$ cat config.mk
export PLATFORM = sky130hd
export DESIGN_NAME = jtlabrun_romarb
export DESIGN_NICKNAME = d
export VERILOG_FILES = /design/src/rtl/jtlabrun_pkg.sv /design/src/rtl/jtlabrun_romarb_cache.sv /design/src/rtl/jtlabrun_romarb.sv
export SDC_FILE = /design/constraint.sdc
export NUM_CORES = 1
export LEC_CHECK = 0
export BUFFER_PORTS_ARGS = -buffer_cell sky130_fd_sc_hd__buf_2
export CORE_MARGIN = 2
export CORE_UTILIZATION = 50
export CTS_CLUSTER_SIZE = 30
export DETAILED_ROUTE_END_ITERATION = 8
export PLACE_DENSITY_LB_ADDON = 0.15
export SETUP_SLACK_MARGIN = 0.1
export SYNTH_ARGS = -nofsm -noshare
export SYNTH_HDL_FRONTEND = slang
export SYNTH_HIERARCHICAL = 1
export SYNTH_SLANG_ARGS = --single-unit
export TNS_END_PERCENT = 30
$ cat constraint.sdc
create_clock -name clk -period 6.85 [get_ports clk]
set_input_delay 0.3425 -clock clk [delete_from_list [all_inputs] [get_ports clk]]
set_output_delay 0.3425 -clock clk [all_outputs]
set_load 0.01 [all_outputs]
$ cat src/rtl/jtlabrun_pkg.sv
// jtlabrun_pkg: shared ROM arbiter states and default ROM geometry
package jtlabrun_pkg;
    localparam int ROM_AW = 18;
    localparam int ROM_DW = 16;
    typedef enum logic [1:0] {IDLE, WAIT_SCR, WAIT_OBJ, SETTLE} arb_state_t;
endpackage

$ cat src/rtl/jtlabrun_romarb_cache.sv
// jtlabrun_romarb_cache: one-word tag/data cache for a single ROM requester
module jtlabrun_romarb_cache import jtlabrun_pkg::*; #(
    parameter int AW = ROM_AW,
    parameter int DW = ROM_DW
) (
    input  logic          clk,
    input  logic          rstn,
    input  logic          cs,
    input  logic [AW-1:0] addr,
    input  logic          we,
    input  logic [AW-1:0] wr_addr,
    input  logic [DW-1:0] wr_data,
    output logic [DW-1:0] data,
    output logic          ok
);
    logic          valid;
    logic [AW-1:0] tag;
    always_ff @(posedge clk) begin
        if (!rstn) begin
            valid <= 1'b0;
            tag   <= '0;
            data  <= '0;
        end else if (we) begin
            valid <= 1'b1;
            tag   <= wr_addr;
            data  <= wr_data;
        end
    end
    assign ok = cs && valid && addr == tag;
endmodule

$ cat src/rtl/jtlabrun_romarb.sv
// jtlabrun_romarb: shares one SDRAM slot between tilemap and object requesters
module jtlabrun_romarb import jtlabrun_pkg::*; #(
    parameter int AW      = ROM_AW,
    parameter int DW      = ROM_DW,
    parameter int OBJ_PRI = 0
) (
    input  logic          clk,
    input  logic          rstn,
    input  logic          scr_cs,
    input  logic [AW-1:0] scr_addr,
    output logic [DW-1:0] scr_data,
    output logic          scr_ok,
    input  logic          obj_cs,
    input  logic [AW-1:0] obj_addr,
    output logic [DW-1:0] obj_data,
    output logic          obj_ok,
    output logic          rom_cs,
    output logic [AW-1:0] rom_addr,
    input  logic [DW-1:0] rom_data,
    input  logic          rom_ok,
    output logic          rom_obj_sel
);
    arb_state_t    state, state_nx;
    logic          cs_nx, sel_nx, last_obj, last_nx, first, first_nx;
    logic          we_scr, we_obj, scr_pend, obj_pend, gnt_obj, abort;
    logic [AW-1:0] addr_nx;

    jtlabrun_romarb_cache #(.AW(AW), .DW(DW)) u_scr (
        .clk(clk), .rstn(rstn), .cs(scr_cs), .addr(scr_addr), .we(we_scr),
        .wr_addr(rom_addr), .wr_data(rom_data), .data(scr_data), .ok(scr_ok)
    );
    jtlabrun_romarb_cache #(.AW(AW), .DW(DW)) u_obj (
        .clk(clk), .rstn(rstn), .cs(obj_cs), .addr(obj_addr), .we(we_obj),
        .wr_addr(rom_addr), .wr_data(rom_data), .data(obj_data), .ok(obj_ok)
    );

    assign scr_pend = scr_cs && !scr_ok;
    assign obj_pend = obj_cs && !obj_ok;
    assign gnt_obj  = obj_pend && (!scr_pend || OBJ_PRI != 0 || !last_obj);
    // the granted requester walking away or moving invalidates the access in flight
    assign abort    = rom_obj_sel ? (!obj_cs || obj_addr != rom_addr)
                                  : (!scr_cs || scr_addr != rom_addr);

    always_comb begin
        state_nx = state;
        cs_nx    = rom_cs;
        addr_nx  = rom_addr;
        sel_nx   = rom_obj_sel;
        last_nx  = last_obj;
        first_nx = 1'b0;
        we_scr   = 1'b0;
        we_obj   = 1'b0;
        case (state)
            IDLE: if (scr_pend || obj_pend) begin
                state_nx = gnt_obj ? WAIT_OBJ : WAIT_SCR;
                cs_nx    = 1'b1;
                addr_nx  = gnt_obj ? obj_addr : scr_addr;
                sel_nx   = gnt_obj;
                first_nx = 1'b1;
            end
            WAIT_SCR, WAIT_OBJ: if (abort) begin
                state_nx = IDLE;
                cs_nx    = 1'b0;
            end else if (!first && rom_ok) begin
                state_nx = SETTLE;
                cs_nx    = 1'b0;
                we_scr   = state == WAIT_SCR;
                we_obj   = state == WAIT_OBJ;
            end
            SETTLE: begin
                state_nx = IDLE;
                last_nx  = rom_obj_sel;
            end
            default: state_nx = IDLE;
        endcase
    end

    always_ff @(posedge clk) begin
        if (!rstn) begin
            state       <= IDLE;
            rom_cs      <= 1'b0;
            rom_addr    <= '0;
            rom_obj_sel <= 1'b0;
            last_obj    <= 1'b0;
            first       <= 1'b0;
        end else begin
            state       <= state_nx;
            rom_cs      <= cs_nx;
            rom_addr    <= addr_nx;
            rom_obj_sel <= sel_nx;
            last_obj    <= last_nx;
            first       <= first_nx;
        end
    end
endmodule

==> flow_metrics.tcl, run 1 <==
set metrics [dict create \
    n_antenna_cell 0 \
    syn_area_um2 4630 \
    crit_fanout 35 \
    synth_cell_types 31 \
    die_w_um 100 \
    cts_made_buffers 9 \
    cts.path.max_buffers 2 \
    nets 613 \
    fin_cells 667 \
    yosys_most_used_dff "dfxtp_1" \
    fp.coreArea_um2 9110 \
    cts_resized 0 \
    cts.sinks 94 \
    wl_per_cell_um 16.2 \
    synth_top_area_cell "dfxtp_1" \
    top_usage_layer "met2" \
    power.leakage_nw 2.44 \
    synth_cells 448 \
    drc 0 \
    dpl_cell_area_um2 5240 \
    netlist_top_cells_count "94 x dfxtp_1, 87 x mux2i_1, 70 x nor2b_1" \
    worst_pin_slew_ns 1.18 \
    synth.top_cell.area_share 0.406 \
    drtIter0Drc 106 \
    crit_type "flop to flop" \
    yosysSeqAreaShare 0.406 \
    clk_pin_slew_ns 0.10 \
    async_reset_ff_frac 0 \
    cts_root_buffer "clkbuf_8" \
    min_period_over_period 0.478 \
    syn_nets 510 \
    ir_worst_vdd_v 0.000100 \
    place_hpwl_mm 7.60 \
    startpoint_type "flop" \
    dp.cells 651 \
    grt_max_degree 95 \
    start_util 0.509 \
    cts_hold_buf 0 \
    maxCapViolCount 0 \
    post-route-cell-area_um2 5450 \
    met2_usage 0.364 \
    power.density_nw_per_um2 213 \
    overflow 0 \
    drv_slew 0 \
    ctsHtreeMaxLevel 3 \
    grt_use_met1 0.283 \
    clk_latency_ns 0.36 \
    firstDrtPassIters 4 \
    postCtsSetupRepairBufs 0 \
    yosysMostFrequentCell "dfxtp_1" \
    grt_pass1_vias 3353 \
    post-route-util 0.599 \
    row_count 35 \
    antenna_found_initial 0 \
    finalWorstSetupSlack_ns 3.58 \
    hold_class "primary input to flop" \
    area_delta_synth_final_pct 17.7 \
    place.gp.congestion 0.803 \
    yosysWarnings 6 \
    period_minus_slack_ns 3.27 \
    arrival_ns 3.52 \
    antenna_left 0 \
    relSlewSlack 0.214 \
    synth_edf_count 0 \
    io_pins 111 \
    viasPerCell 5.16 \
    vias 3445 \
    post-place-ws_ns 3.58 \
    status "complete, no violations" \
    cts_tree "done" \
    setup_tns_ns 0 \
    dieArea_um2 10100 \
    holdWs_ns 0.247 \
    finalHoldViolCount 0 \
    ys_ff_latch 94 \
    grt_pass1_wl_mm 16.9 \
    use_met3 0.0327 \
    fmax_mhz 306 \
    port_buffers 110 \
    rsz0062_at_grt "false" \
    cp_data_required_time_ns 7.10 \
    drt-total-wl_mm 10.8 \
    drive_gt1_frac 0.246 \
    synth_area_leaders "dfxtp_1 41%, mux2i_1 19%, xor2_1 12%" \
    end_kind "flop" \
    syn_area_per_cell_um2 10.3 \
    report.final.setup_viol 0 \
    die_y_um 100 \
    fin_total_pwr_mw 1.16 \
    fin_skew_ns 0.0131 \
    grt_usage 0.215 \
]
## critical path, cell delays in order (launching register included)
cell and delay (ns):
dfxtp_1 0.50, xor2_1 0.13, nor4_1 0.33, nand2_1 0.14, o32a_1 0.39, nor3b_1 0.29
and2_2 0.99, mux2i_1 0.31, nor2b_1 0.08
## cell type report
class,count,area (µm²)
flip-flops and latches,94,1880
fillers,828,3650
multi-input cells,327,2620
well taps,111,139
inverters,5,18.8
clock inverters,7,91.3
repair buffers,114,581
clock buffers,9,124
## report_power, final
group,internal [mW],switching (mW),leakage (nW)
registers,0.564,0.0304,0.763
logic,0.0805,0.0936,1.57
clock network,0.178,0.214,0.105
## per-layer routing
layer / part of all wire / wire length (µm)
met5: 0 / 0
met3: 0.036 / 391
met2: 0.48 / 5160
met1: 0.47 / 5130
met4: 0.012 / 128
## cell families after synthesis
family | Yosys count | synth area share
XOR/XNOR | 72 | 0.136
AO/OA/AOI/OAI | 31 | 0.0600
adder cells (fa/ha/maj) | 5 | 0.0135
multiplexers | 87 | 0.188
flip-flops | 94 | 0.406
AND/OR/NAND/NOR | 132 | 0.167
buffers and inverters | 27 | 0.0289
## cells in the final DEF, fill, tap and decap left out, types with 3 or more instances in the layout
cell type and count:
buf_2 110, dfxtp_1 94, mux2i_1 87, nor2b_1 70
xor2_1 63, nand2_1 25, o211a_1 19, nor4_1 14
xnor2_1 9, clkbuf_8 9, inv_1 5, ha_1 5
nand4_1 4, o21a_1 4, buf_4 4, nor4_2 3
nand2b_1 3, nor2_1 3
## sequential cells by signal (all words and copies together), names as in the netlist, 2 cells and up
| signal | cells |
|---|---|
| state | 2 |
| u_scr/data | 16 |
| u_obj/tag | 18 |
| u_scr/tag | 18 |
| u_obj/data | 16 |
| rom_addr | 18 |
## worst paths after layout
path               startpoint       endpoint  slack (ns)  depth (start not counted)
setup / recovery  rom_addr[7]   u_scr/tag[7]        3.58                          8
hold / removal    rom_data[3]  u_obj/data[3]        0.25                          3
setup reg to reg  rom_addr[7]   u_scr/tag[7]        3.58                          8
hold reg to reg   u_scr/valid    u_scr/valid        0.47                          1
No activity file was read; power rests on OpenSTA's default activity.
==> inputs of run 2 (changes only) <==
clock period = 3.22 ns   (was 6.85 ns; I/O delays follow)
==> flow_metrics.tcl, run 2 (same netlist as run 1, synthesis figures left out) <==
set metrics [dict create \
    status "complete, no violations" \
    clk_pin_slew_ns 0.10 \
    cts.path.max_buffers 2 \
    hp-start "rom_data[3]" \
    fin_cells 671 \
    io_pins 111 \
    start_util 0.509 \
    grt_pass1_vias 3307 \
    worst_pin_slew_ns 0.723 \
    area_delta_synth_final_pct 18.9 \
    vias 3469 \
    ctsHtreeMaxLevel 3 \
    wl_per_cell_um 15.9 \
    drive_gt1_frac 0.252 \
    firstDrtPassIters 4 \
    relSlewSlack 0.518 \
    dieArea_um2 10100 \
    cts_tree "done" \
    grt_max_degree 49 \
    report.final.setup_viol 0 \
    cts_root_buffer "clkbuf_8" \
    cp_data_required_time_ns 3.47 \
    fp.coreArea_um2 9110 \
    r2r_start "rom_addr[7]" \
    grt_pass1_wl_mm 16.7 \
    row_count 35 \
    power.leakage_nw 2.47 \
    crit_fanout 35 \
    drtIter0Drc 126 \
    overflow 0 \
    die_w_um 100 \
    layout_commonest_cell "buf_2" \
    postCtsSetupRepairBufs 0 \
    setup_tns_ns 0 \
    post-place-ws_ns 0.562 \
    n_antenna_cell 0 \
    crit_type "flop to flop" \
    startpoint_type "flop" \
    nets 617 \
    drv_slew 0 \
    cts.sinks 94 \
    maxCapViolCount 0 \
    period_minus_slack_ns 2.67 \
    place.gp.congestion 0.822 \
    end_kind "flop" \
    finalWorstSetupSlack_ns 0.546 \
    dp.cells 655 \
    most-common-layout-cells "110 x buf_2, 94 x dfxtp_1, 87 x mux2i_1" \
    drc 0 \
    finalHoldViolCount 0 \
    place_hpwl_mm 7.80 \
    reg.largest.list "rom_addr x18, u_obj/tag x18, u_scr/tag x18" \
    antenna_left 0 \
    min_period_over_period 0.830 \
    grt_usage 0.215 \
    fmax_mhz 374 \
    fin_skew_ns 0.0126 \
    viasPerCell 5.17 \
    ir_worst_vdd_v 0.000293 \
    power.density_nw_per_um2 451 \
    rsz0062_at_grt "false" \
    die_y_um 100 \
    arrival_ns 2.93 \
    antenna_found_initial 0 \
    cts_resized 0 \
    drt-total-wl_mm 10.6 \
    port_buffers 110 \
    crit_start "rom_addr[7]" \
    cts_hold_buf 0 \
    clk_latency_ns 0.36 \
    cts_made_buffers 9 \
    hold_class "primary input to flop" \
]
## run 2: changes by cell type in the layout (fill, tap and decap cells not counted), sizes merged
cell,previous run,this run
clkinv,2,1
buf,114,118
clkbuf,9,10
## run 2: path summary, 6_finish.rpt
path                                      end  slack (ns)  depth (start not counted)
worst max-delay path            u_scr/tag[17]        0.55                          9
worst min-delay path            u_scr/data[3]        0.07                          3
worst max register to register  u_scr/tag[17]        0.55                          9
worst min register to register    u_obj/valid        0.46                          1
## run 2: power breakdown
part / switching (mW) / total [mW] / internal [mW]
combinational: 0.204 / 0.380 / 0.176
sequential: 0.0610 / 1.26 / 1.20
clock: 0.448 / 0.843 / 0.396
total: 0.712 / 2.48 / 1.77
## run 2: layer usage
layer  routed length, µm  track usage
met2                5120        0.355
met3                 465       0.0432
met4                 143       0.0738
met5                   0            0
met1                4920        0.280
## run 2: through the flow
| stage | cell area (µm²) | power, mW | hold WS (ns) | util |
|---|---|---|---|---|
| floorplan | 4630 | 1.50 | 0.283 | - |
| detailed placement | 5290 | 1.67 | 0.441 | 0.581 |
| global route | 5510 | 2.60 | 0.0574 | 0.605 |
| global placement | 5290 | 1.66 | 0.431 | 0.581 |
| finish | 5510 | 2.48 | 0.0655 | 0.605 |
| CTS | 5510 | 2.51 | 0.0535 | 0.605 |
## run 2: cell type report
cell class                 instances  area (µm²)
sequential                        94        1880
fill                             814        3600
multi-input combinational        327        2620
tap                              111         139
clock inverter                     6        77.6
clock buffer                      10         138
timing repair buffer             118         636
inverter                           5        18.8
## run 2: worst max-delay path: stages (launching register included)
cell	delay, ns
dfxtp_1	0.48
xor2_1	0.12
nor4_1	0.36
nand2_1	0.15
o32a_1	0.39
nor3b_1	0.28
and2_2	0.21
buf_12	0.24
mux2i_1	0.23
nor2b_1	0.07
==> inputs of run 3 (changes only) <==
ABC_AREA = 1   (was not set)
CORE_UTILIZATION = 49   (was 50)
clock period = 2.3 ns   (was 3.22 ns; I/O delays follow)
==> flow_metrics.tcl, run 3 <==
set metrics [dict create \
    status "complete, no violations" \
    muxShareOfSynthArea 0 \
    rsz0062_at_grt "true" \
    fin_total_pwr_mw 3.70 \
    cp_data_required_time_ns 2.55 \
    drv_slew 0 \
    grt_max_degree 79 \
    period_minus_slack_ns 2.14 \
    synth_edf_count 0 \
    cts.path.max_buffers 2 \
    end_kind "flop" \
    netlist_top_cells_count "194 x nand2_1, 147 x nor2_1, 116 x inv_1" \
    antenna_left 0 \
    wl_per_cell_um 14.8 \
    io_pins 111 \
    power.leakage_nw 3.35 \
    power.density_nw_per_um2 588 \
    post-route-util 0.649 \
    maxCapViolCount 0 \
    synth_top_family_by_area "simple AND/OR/NAND/NOR gates" \
    vias 5328 \
    finalWorstSetupSlack_ns 0.159 \
    hold_depth 3 \
    synth_adder_area_share 0.0129 \
    yosys_most_used_dff "dfxtp_1" \
    clk_latency_ns 0.37 \
    fin_skew_ns 0.0110 \
    place_hpwl_mm 10.8 \
    row_count 36 \
    grt_pass1_vias 4843 \
    port_buffers 110 \
    die_w_um 103 \
    reg.largest.list "rom_addr x18, u_obj/tag x18, u_scr/tag x18" \
    viasPerCell 5.09 \
    layout_commonest_cell "nand2_1" \
    yosysWarnings 6 \
    yosysSeqAreaShare 0.389 \
    ys_ff_latch 94 \
    finalHoldViolCount 0 \
    cts_tree "done" \
    fillCellCount 936 \
    cts_root_buffer "clkbuf_8" \
    ir_worst_vdd_v 0.000378 \
    crit_type "flop to flop" \
    most-common-layout-cells "192 x nand2_1, 130 x nor2_1, 116 x inv_1" \
    start_util 0.500 \
    drive_gt1_frac 0.230 \
    fp.coreArea_um2 9680 \
    fin_cells 1047 \
    drc 0 \
    drt-total-wl_mm 15.5 \
    report.final.setup_viol 0 \
    synth_xor_area_frac 0.0217 \
    startpoint_type "flop" \
    synth_area_leaders "dfxtp_1 39%, nand2_1 15%, nor2_1 11%" \
    clk_pin_slew_ns 0.10 \
    synth_cells 769 \
    area_delta_synth_final_pct 29.8 \
    yosysMostFrequentCell "nand2_1" \
    synth_compound_area_frac 0.171 \
    place.gp.congestion 0.911 \
    regArea_um2 1920 \
    firstDrtPassIters 5 \
    worst_pin_slew_ns 0.714 \
    synth_top_area_cell "dfxtp_1" \
    min_period_over_period 0.931 \
    hold_class "primary input to flop" \
    synth-simple-area-share 0.284 \
    dieArea_um2 10700 \
    multi_input_area_um2 2470 \
    async_reset_ff_frac 0 \
    dp.cells 1010 \
    post-place-ws_ns -0.0262 \
    cts_made_buffers 9 \
    worstRegToRegCells 15 \
    fmax_mhz 467 \
    syn_area_per_cell_um2 6.29 \
    syn_nets 831 \
    crit_fanout 8 \
    grt_pass1_wl_mm 23.3 \
    synth.top_cell.area_share 0.389 \
    synth_cell_types 26 \
    nets 971 \
    ctsHtreeMaxLevel 3 \
    syn_area_um2 4840 \
    overflow 0 \
    relSlewSlack 0.524 \
    die_y_um 103 \
    cts.sinks 94 \
    grt_usage 0.285 \
    drtIter0Drc 349 \
    n_antenna_cell 0 \
    antenna_found_initial 0 \
    arrival_ns 2.40 \
]
run 3: cell types whose count changed in the layout (fill, tap and decap cells not counted), moves of 17 or more:
cell,delta
xor2_1,-55
inv_1,+111
o211a_1,-19
a21oi_1,+42
o21ai_0,+64
nand2_1,+167
nor2b_1,-70
mux2i_1,-87
nor2_2,+17
nor2_1,+127
o21ai_1,+19
run 3: path summary, 6_finish.rpt:
| path | startpoint | end | slack [ns] |
|---|---|---|---|
| setup reg to reg | rom_addr[8] | u_scr/tag[6] | 0.16 |
| setup / recovery | rom_addr[8] | u_scr/tag[6] | 0.16 |
| hold reg to reg | u_scr/valid | u_scr/valid | 0.46 |
| hold / removal | rom_data[12] | u_scr/data[12] | 0.02 |
run 3: worst max-delay path, cell delays in order, from the launching register on:
cell     delay [ns]
dfxtp_2        0.33
buf_4          0.15
nand2_1        0.09
nand2_1        0.06
nor2_1         0.13
nand2_1        0.09
nor2_2         0.10
nand3_1        0.09
nand2_2        0.11
nand2_4        0.08
nor3b_4        0.20
buf_6          0.17
inv_4          0.07
buf_12         0.15
o21ai_2        0.14
a21oi_1        0.05
run 3: area by class of cell:
cell class / instances / share of cell area
inverter: 122 / 0.0737
sequential: 94 / 0.305
timing repair buffer: 156 / 0.167
tap: 133 / 0.0265
clock inverter: 7 / 0.0155
clock buffer: 9 / 0.0197
multi-input combinational: 526 / 0.393
run 3: power breakdown:
part / total (mW) / internal (mW) / switching (mW)
clock: 1.23 / 0.616 / 0.610
combinational: 0.693 / 0.276 / 0.417
sequential: 1.78 / 1.69 / 0.0881
run 3: routing by layer:
metal / global-route usage / wire, µm / vias up
met4: 0.124 / 537 / 0
met1: 0.369 / 6520 / 2408
li1: - / - / 2662
met2: 0.467 / 7340 / 219
met5: 0 / 0 / -
met3: 0.0477 / 1070 / 39
run 3: cells by family after synthesis:
logic type                 Yosys count
and+or+nand+nor                    356
AOI/OAI and AO/OA                  153
buffers and inverters              149
DFF                                 94
xor gates and xnor gates            12
adders and majority gates            5
run 3: repair_timing:
action	in CTS	in global routing
setup buffers	0	5
pin swaps	0	6
endpoints found under the hold margin	24	0
cloned	0	3
endpoints found under the setup margin	66	84
hold buffers	13	0
gates resized for setup	11	53
run 3: stage by stage:
step | TNS [ns] | hold slack (ns) | area [µm²]
6_report | 0 | 0.0168 | 6280
5_1_grt | 0 | 0.00790 | 6280
4_1_cts | 0 | 0.000930 | 6040
3_5_place_dp | -0.0558 | 0.364 | 5660
3_3_place_gp | 0 | 0.352 | 5660
2_1_floorplan | 0 | 0.250 | 4840
